===== src/rtl/tl_buffer_queue.sv =====
// TileLink-UL A/D channel buffer: one independently sized FIFO per channel.
// A FIFO of depth 0 collapses to plain wires between its enq and deq sides.

module tl_buffer_queue_fifo #(
    parameter int unsigned DEPTH = 2,
    parameter int unsigned WIDTH = 8,
    parameter bit          PIPE  = 1'b0,
    parameter bit          FLOW  = 1'b0,
    parameter int unsigned CW    = 2
) (
    input  logic             clock,
    input  logic             reset,
    input  logic             enq_valid,
    output logic             enq_ready,
    input  logic [WIDTH-1:0] enq_bits,
    output logic             deq_valid,
    input  logic             deq_ready,
    output logic [WIDTH-1:0] deq_bits,
    output logic [CW-1:0]    count
);
    if (DEPTH == 0) begin : g_wire
        logic unused_clk_rst;
        assign unused_clk_rst = clock ^ reset;
        assign enq_ready      = deq_ready;
        assign deq_valid      = enq_valid;
        assign deq_bits       = enq_bits;
        assign count          = '0;
    end else begin : g_fifo
        localparam int unsigned PW   = (DEPTH > 1) ? $clog2(DEPTH) : 1;
        localparam logic [PW-1:0] LAST = PW'(DEPTH - 1);

        logic [WIDTH-1:0] ram [DEPTH];
        logic [PW-1:0]    enq_ptr;
        logic [PW-1:0]    deq_ptr;
        logic             maybe_full;
        logic             ptr_match;
        logic             empty;
        logic             full;
        logic             do_enq;
        logic             do_deq;
        logic             bypass;
        logic             wr;
        logic             rd;

        // Explicit wrap so non-power-of-2 depths work.
        function automatic logic [PW-1:0] next_ptr(input logic [PW-1:0] p);
            return (p == LAST) ? '0 : PW'(p + 1'b1);
        endfunction

        assign ptr_match = (enq_ptr == deq_ptr);
        assign empty     = ptr_match && !maybe_full;
        assign full      = ptr_match && maybe_full;

        assign enq_ready = !full || (PIPE && deq_ready);
        assign deq_valid = !empty || (FLOW && enq_valid);
        assign deq_bits  = (FLOW && empty) ? enq_bits : ram[deq_ptr];

        assign do_enq = enq_valid && enq_ready;
        assign do_deq = deq_valid && deq_ready;
        // A flow-through beat on an empty queue never touches storage.
        assign bypass = FLOW && empty && do_enq && do_deq;
        assign wr     = do_enq && !bypass;
        assign rd     = do_deq && !bypass;

        always_ff @(posedge clock) begin
            if (reset) begin
                enq_ptr    <= '0;
                deq_ptr    <= '0;
                maybe_full <= 1'b0;
            end else begin
                if (wr) enq_ptr <= next_ptr(enq_ptr);
                if (rd) deq_ptr <= next_ptr(deq_ptr);
                if (wr != rd) maybe_full <= wr;
            end
        end

        always_ff @(posedge clock) begin
            if (wr) ram[enq_ptr] <= enq_bits;
        end

        always_comb begin
            if (full) begin
                count = CW'(DEPTH);
            end else if (enq_ptr >= deq_ptr) begin
                count = CW'(enq_ptr) - CW'(deq_ptr);
            end else begin
                count = CW'(DEPTH) - CW'(deq_ptr) + CW'(enq_ptr);
            end
        end
    end
endmodule

module tl_buffer_queue #(
    parameter int unsigned A_DEPTH  = 2,
    parameter int unsigned D_DEPTH  = 2,
    parameter bit          A_PIPE   = 1'b0,
    parameter bit          A_FLOW   = 1'b0,
    parameter bit          D_PIPE   = 1'b0,
    parameter bit          D_FLOW   = 1'b0,
    parameter int unsigned SOURCE_W = 9,
    parameter int unsigned ADDR_W   = 31,
    parameter int unsigned DATA_W   = 64
) (
    input  logic                  clock,
    input  logic                  reset,
    input  logic                  auto_in_a_valid,
    output logic                  auto_in_a_ready,
    input  logic [2:0]            auto_in_a_bits_opcode,
    input  logic [2:0]            auto_in_a_bits_param,
    input  logic [1:0]            auto_in_a_bits_size,
    input  logic [SOURCE_W-1:0]   auto_in_a_bits_source,
    input  logic [ADDR_W-1:0]     auto_in_a_bits_address,
    input  logic [DATA_W/8-1:0]   auto_in_a_bits_mask,
    input  logic [DATA_W-1:0]     auto_in_a_bits_data,
    input  logic                  auto_in_a_bits_corrupt,
    output logic                  auto_out_a_valid,
    input  logic                  auto_out_a_ready,
    output logic [2:0]            auto_out_a_bits_opcode,
    output logic [2:0]            auto_out_a_bits_param,
    output logic [1:0]            auto_out_a_bits_size,
    output logic [SOURCE_W-1:0]   auto_out_a_bits_source,
    output logic [ADDR_W-1:0]     auto_out_a_bits_address,
    output logic [DATA_W/8-1:0]   auto_out_a_bits_mask,
    output logic [DATA_W-1:0]     auto_out_a_bits_data,
    output logic                  auto_out_a_bits_corrupt,
    input  logic                  auto_out_d_valid,
    output logic                  auto_out_d_ready,
    input  logic [2:0]            auto_out_d_bits_opcode,
    input  logic [1:0]            auto_out_d_bits_param,
    input  logic [1:0]            auto_out_d_bits_size,
    input  logic [SOURCE_W-1:0]   auto_out_d_bits_source,
    input  logic                  auto_out_d_bits_sink,
    input  logic                  auto_out_d_bits_denied,
    input  logic [DATA_W-1:0]     auto_out_d_bits_data,
    input  logic                  auto_out_d_bits_corrupt,
    output logic                  auto_in_d_valid,
    input  logic                  auto_in_d_ready,
    output logic [2:0]            auto_in_d_bits_opcode,
    output logic [1:0]            auto_in_d_bits_param,
    output logic [1:0]            auto_in_d_bits_size,
    output logic [SOURCE_W-1:0]   auto_in_d_bits_source,
    output logic                  auto_in_d_bits_sink,
    output logic                  auto_in_d_bits_denied,
    output logic [DATA_W-1:0]     auto_in_d_bits_data,
    output logic                  auto_in_d_bits_corrupt,
    output logic [((A_DEPTH == 0) ? 1 : $clog2(A_DEPTH + 1))-1:0] a_count,
    output logic [((D_DEPTH == 0) ? 1 : $clog2(D_DEPTH + 1))-1:0] d_count
);
    localparam int unsigned MASK_W = DATA_W / 8;
    localparam int unsigned A_W    = 3 + 3 + 2 + SOURCE_W + ADDR_W + MASK_W + DATA_W + 1;
    localparam int unsigned D_W    = 3 + 2 + 2 + SOURCE_W + 1 + 1 + DATA_W + 1;
    localparam int unsigned A_CW   = (A_DEPTH == 0) ? 1 : $clog2(A_DEPTH + 1);
    localparam int unsigned D_CW   = (D_DEPTH == 0) ? 1 : $clog2(D_DEPTH + 1);

    logic [A_W-1:0] a_enq;
    logic [A_W-1:0] a_deq;
    logic [D_W-1:0] d_enq;
    logic [D_W-1:0] d_deq;

    // Payloads travel through each FIFO as one flat word.
    assign a_enq = {auto_in_a_bits_opcode, auto_in_a_bits_param, auto_in_a_bits_size,
                    auto_in_a_bits_source, auto_in_a_bits_address, auto_in_a_bits_mask,
                    auto_in_a_bits_data, auto_in_a_bits_corrupt};
    assign {auto_out_a_bits_opcode, auto_out_a_bits_param, auto_out_a_bits_size,
            auto_out_a_bits_source, auto_out_a_bits_address, auto_out_a_bits_mask,
            auto_out_a_bits_data, auto_out_a_bits_corrupt} = a_deq;

    assign d_enq = {auto_out_d_bits_opcode, auto_out_d_bits_param, auto_out_d_bits_size,
                    auto_out_d_bits_source, auto_out_d_bits_sink, auto_out_d_bits_denied,
                    auto_out_d_bits_data, auto_out_d_bits_corrupt};
    assign {auto_in_d_bits_opcode, auto_in_d_bits_param, auto_in_d_bits_size,
            auto_in_d_bits_source, auto_in_d_bits_sink, auto_in_d_bits_denied,
            auto_in_d_bits_data, auto_in_d_bits_corrupt} = d_deq;

    tl_buffer_queue_fifo #(
        .DEPTH(A_DEPTH), .WIDTH(A_W), .PIPE(A_PIPE), .FLOW(A_FLOW), .CW(A_CW)
    ) u_a_fifo (
        .clock     (clock),
        .reset     (reset),
        .enq_valid (auto_in_a_valid),
        .enq_ready (auto_in_a_ready),
        .enq_bits  (a_enq),
        .deq_valid (auto_out_a_valid),
        .deq_ready (auto_out_a_ready),
        .deq_bits  (a_deq),
        .count     (a_count)
    );

    tl_buffer_queue_fifo #(
        .DEPTH(D_DEPTH), .WIDTH(D_W), .PIPE(D_PIPE), .FLOW(D_FLOW), .CW(D_CW)
    ) u_d_fifo (
        .clock     (clock),
        .reset     (reset),
        .enq_valid (auto_out_d_valid),
        .enq_ready (auto_out_d_ready),
        .enq_bits  (d_enq),
        .deq_valid (auto_in_d_valid),
        .deq_ready (auto_in_d_ready),
        .deq_bits  (d_deq),
        .count     (d_count)
    );
endmodule


===== config.mk =====
export PLATFORM = sky130hd
export DESIGN_NAME = tl_buffer_queue
export DESIGN_NICKNAME = d
export VERILOG_FILES = /design/src/rtl/tl_buffer_queue.sv
export SDC_FILE = /design/constraint.sdc
export NUM_CORES = 1
export LEC_CHECK = 0
export CORE_UTILIZATION = 45
export CTS_BUF_LIST = sky130_fd_sc_hd__clkbuf_2
export DETAILED_ROUTE_END_ITERATION = 10
export HOLD_SLACK_MARGIN = 0.15
export PLACE_DENSITY = 0.82
export SLEW_MARGIN = 20
export SYNTH_ARGS = -nofsm -noshare
export SYNTH_HDL_FRONTEND = slang
export SYNTH_HIERARCHICAL = 1
export SYNTH_SLANG_ARGS = --single-unit

===== constraint.sdc =====
create_clock -name clock -period 7.2 [get_ports clock]
set_clock_uncertainty 0.15 [all_clocks]
set_input_delay 1.08 -clock clock [delete_from_list [all_inputs] [get_ports clock]]
set_output_delay 1.08 -clock clock [all_outputs]
set_load 0.02 [all_outputs]

==> flow_summary_export.csv <==
group,metric,value,unit
outcome,status,"finished, final reports clean",
floorplanning,start_util,45.95,%
final_layout,multi_input_area,0.002833,mm^2
timing,period_minus_slack,4978,ps
hold_path,hold_path.class,"register to register",
drt,wl_per_cell,20.01,um
global_route,grt_pass1_vias,9110,
setup_path,rr_worst_depth,5,
setup_path,critPathKind,"register to output port",
final_layout,fill_cells,2422,
clock_network,h-tree-depth,3,
place,gp_congestion,0.8161,
pwr,peakVddDrop,0.0001927,V
drt,top_layer,"met5",
clock_network,cts_resized,0,
timing,fin_crit_sh,69.14,%
clock_network,clk_latency,970,ps
floorplanning,die_w,187.5,um
clock_network,clockBufferDepth,3,
drt,viasPerCell,4.852,
clock_network,clk_pin_slew_worst_paths,90,ps
drt,drtPass1Iterations,4,
place,placed_area,0.02012,mm^2
drt,dr_total_vias,8374,
final_layout,final_nets,1412,
clock_network,postCtsSetupRepairBufs,0,
timing,finalHoldViolCount,0,
global_route,grt_overflow,0,
floorplanning,std_cell_rows,67,
setup_path,crit_path_end_kind,"output port",
final_layout,drive_gt1_share,30.12,%
clock_network,cts_root_buf,"clkbuf_2",
setup_path,cp.required,5970,ps
clock_network,cts_sinks,416,
timing,drv_slew,0,
drt,wl_met3,3970,um
global_route,grt_pass1_wl,51410,um
logic_synthesis,synth.net_count,902,
floorplanning,ios,422,
setup_path,arrival,3750,ps
timing,worst_slew_pin_slew,923.4,ps
drt,wl_met2,16530,um
place,dp_hpwl,23210,um
drt,first_iter_violations,422,
logic_synthesis,synth_cells,688,
logic_synthesis,postSynthAreaPerCell,22.51,um^2
timing,fmax,200.9,MHz
logic_synthesis,synth_area,0.01548,mm^2
floorplanning,coreArea,0.03370,mm^2
logic_synthesis,synthDistinctLibCells,21,
setup_path,cp_max_fo,67,
global_route,antenna_found_initial,6,
logic_synthesis,ys_seq_area_share,80.16,%
final_layout,area.sequential,0.01242,mm^2
pwr,p_leak,7.414,nW
drt,drt-met1-wl,13050,um
drt,drc_errors,0,
final_layout,stdcell_area,0.02105,mm^2
timing,fin_tns_setup,0,ps
global_route,track_usage,19.65,%
floorplanning,die_h,187.5,um
pwr,powerDensity,295.8,mW/mm^2
place,dp_slack,3280,ps
drt,drt-total-wl,34540,um
logic_synthesis,synth_warnings,6,
clock_network,cts_tree,"yes",
global_route,grt_max_degree,68,
logic_synthesis,synth-seq-cells,416,
timing,timing.final.ws_setup,2222,ps
setup_path,critPathLaunchType,"register",
final_layout,area_delta_synth_final,35.96,%
timing,finalSetupViolCount,0,
timing,rsz0062_at_grt,"false",
timing,maxSlewHeadroom,38.44,%
clock_network,ctsHoldBuffers,0,
timing,holdWs,345.9,ps
flow_run,maxCapViolCount,0,
place,port_buffers,421,
clock_network,cts_made_buffers,101,
drt,drtAntennaViolNets,0,
floorplanning,die_area,0.03515,mm^2
hold_path,holdPathStages,2,
-- critical path: stages, from the launching register on --
cell	delay [ps]
dfxtp_4	960
buf_4	690
mux2_2	430
clkdlybuf4s50_1	540
-- flip-flops by register name (all words and copies together), names as in the netlist, named ones only --
signal,count
u_a_fifo/g_fifo.ram,242
u_d_fifo/g_fifo.ram,166
u_a_fifo/g_fifo.deq_ptr,1
u_a_fifo/g_fifo.enq_ptr,1
u_a_fifo/g_fifo.maybe_full,1
u_d_fifo/g_fifo.deq_ptr,1
u_d_fifo/g_fifo.enq_ptr,1
u_d_fifo/g_fifo.maybe_full,1
-- metrics by stage --
stage,utilization [%],power (W),instances
2_1_floorplan,-,0.004020,688
3_3_place_gp,59.69,0.004733,1543
3_5_place_dp,59.69,0.004758,1543
4_1_cts,62.45,0.006308,1723
5_1_grt,62.45,0.006507,1724
6_report,62.47,0.006228,1726
-- where the power goes --
part	internal, W	switching (W)	total, W
Sequential	0.00295	0.000122	0.00307
Combinational	0.000844	0.000783	0.00163
Clock	0.000614	0.000920	0.00153
-- cells by family (layout without fill, tap and decap cells) --
| group | Yosys count | in the layout | share of synthesized area (%) |
|---|---|---|---|
| DFF | 416 | 416 | 80.16 |
| buffers and inverters | 30 | 617 | 1.608 |
| and+or+nand+nor | 20 | 20 | 0.7596 |
| AOI/OAI and AO/OA | 12 | 12 | 0.5010 |
| muxes | 204 | 204 | 16.53 |
| xor gates and xnor gates | 2 | 2 | 0.1132 |
| other | 0 | 3 | 0 |
| adders and majority gates | 4 | 4 | 0.3232 |
-- layout make-up --
class | count | area share (%)
Antenna cell | 3 | 0.03566
Tap cell | 448 | 2.663
Clock buffer | 154 | 3.661
Inverter | 8 | 0.1426
Sequential cell | 416 | 59.00
Clock inverter | 26 | 0.7429
Timing Repair Buffer | 429 | 20.30
Multi-Input combinational cell | 242 | 13.46
-- layout by cell type, fill, tap and decap left out, drive strengths merged --
cell type      Yosys  layout
a21boi             4       4
nand2b             6       6
dfxtp              8       8
nor2               4       4
o32ai              2       2
ha                 4       4
clkinv             0      21
bufinv             0       1
mux2             204     204
xnor2              2       2
buf               22       8
o21ai              6       6
nand3              2       2
inv                8      12
edfxtp           408     408
nand2              2       2
clkdlybuf4s50      0     421
clkbuf             0     154
diode              0       3
and2               6       6
-- worst paths after layout --
check                               start                           to  slack [ps]
hold reg to reg   u_a_fifo/g_fifo.deq_ptr                     register         350
hold / removal    u_a_fifo/g_fifo.deq_ptr                     register         350
setup / recovery                 register  auto_out_a_bits_address[24]        2220
setup reg to reg  u_a_fifo/g_fifo.enq_ptr   u_a_fifo/g_fifo.ram[1][99]        4060
-- Yosys cell counts (all sizes together) --
master    n  area share (%)
a21boi    4            0.19
and2      6            0.26
buf      22             1.4
dfxtp     8             1.0
edfxtp  408              79
ha        4            0.32
inv       8            0.19
mux2    204              17
nand2     2           0.049
nand2b    6            0.29
nand3     2           0.065
nor2      4           0.097
o21ai     6            0.19
o32ai     2            0.11
xnor2     2            0.11
-- layer usage --
metal	up-vias	global-route usage, %
met3	62	9.152
met1	4033	21.99
met2	451	31.94
li1	3822	-
met4	6	9.131
met5	-	0
No activity file was read; power rests on OpenSTA's default activity.
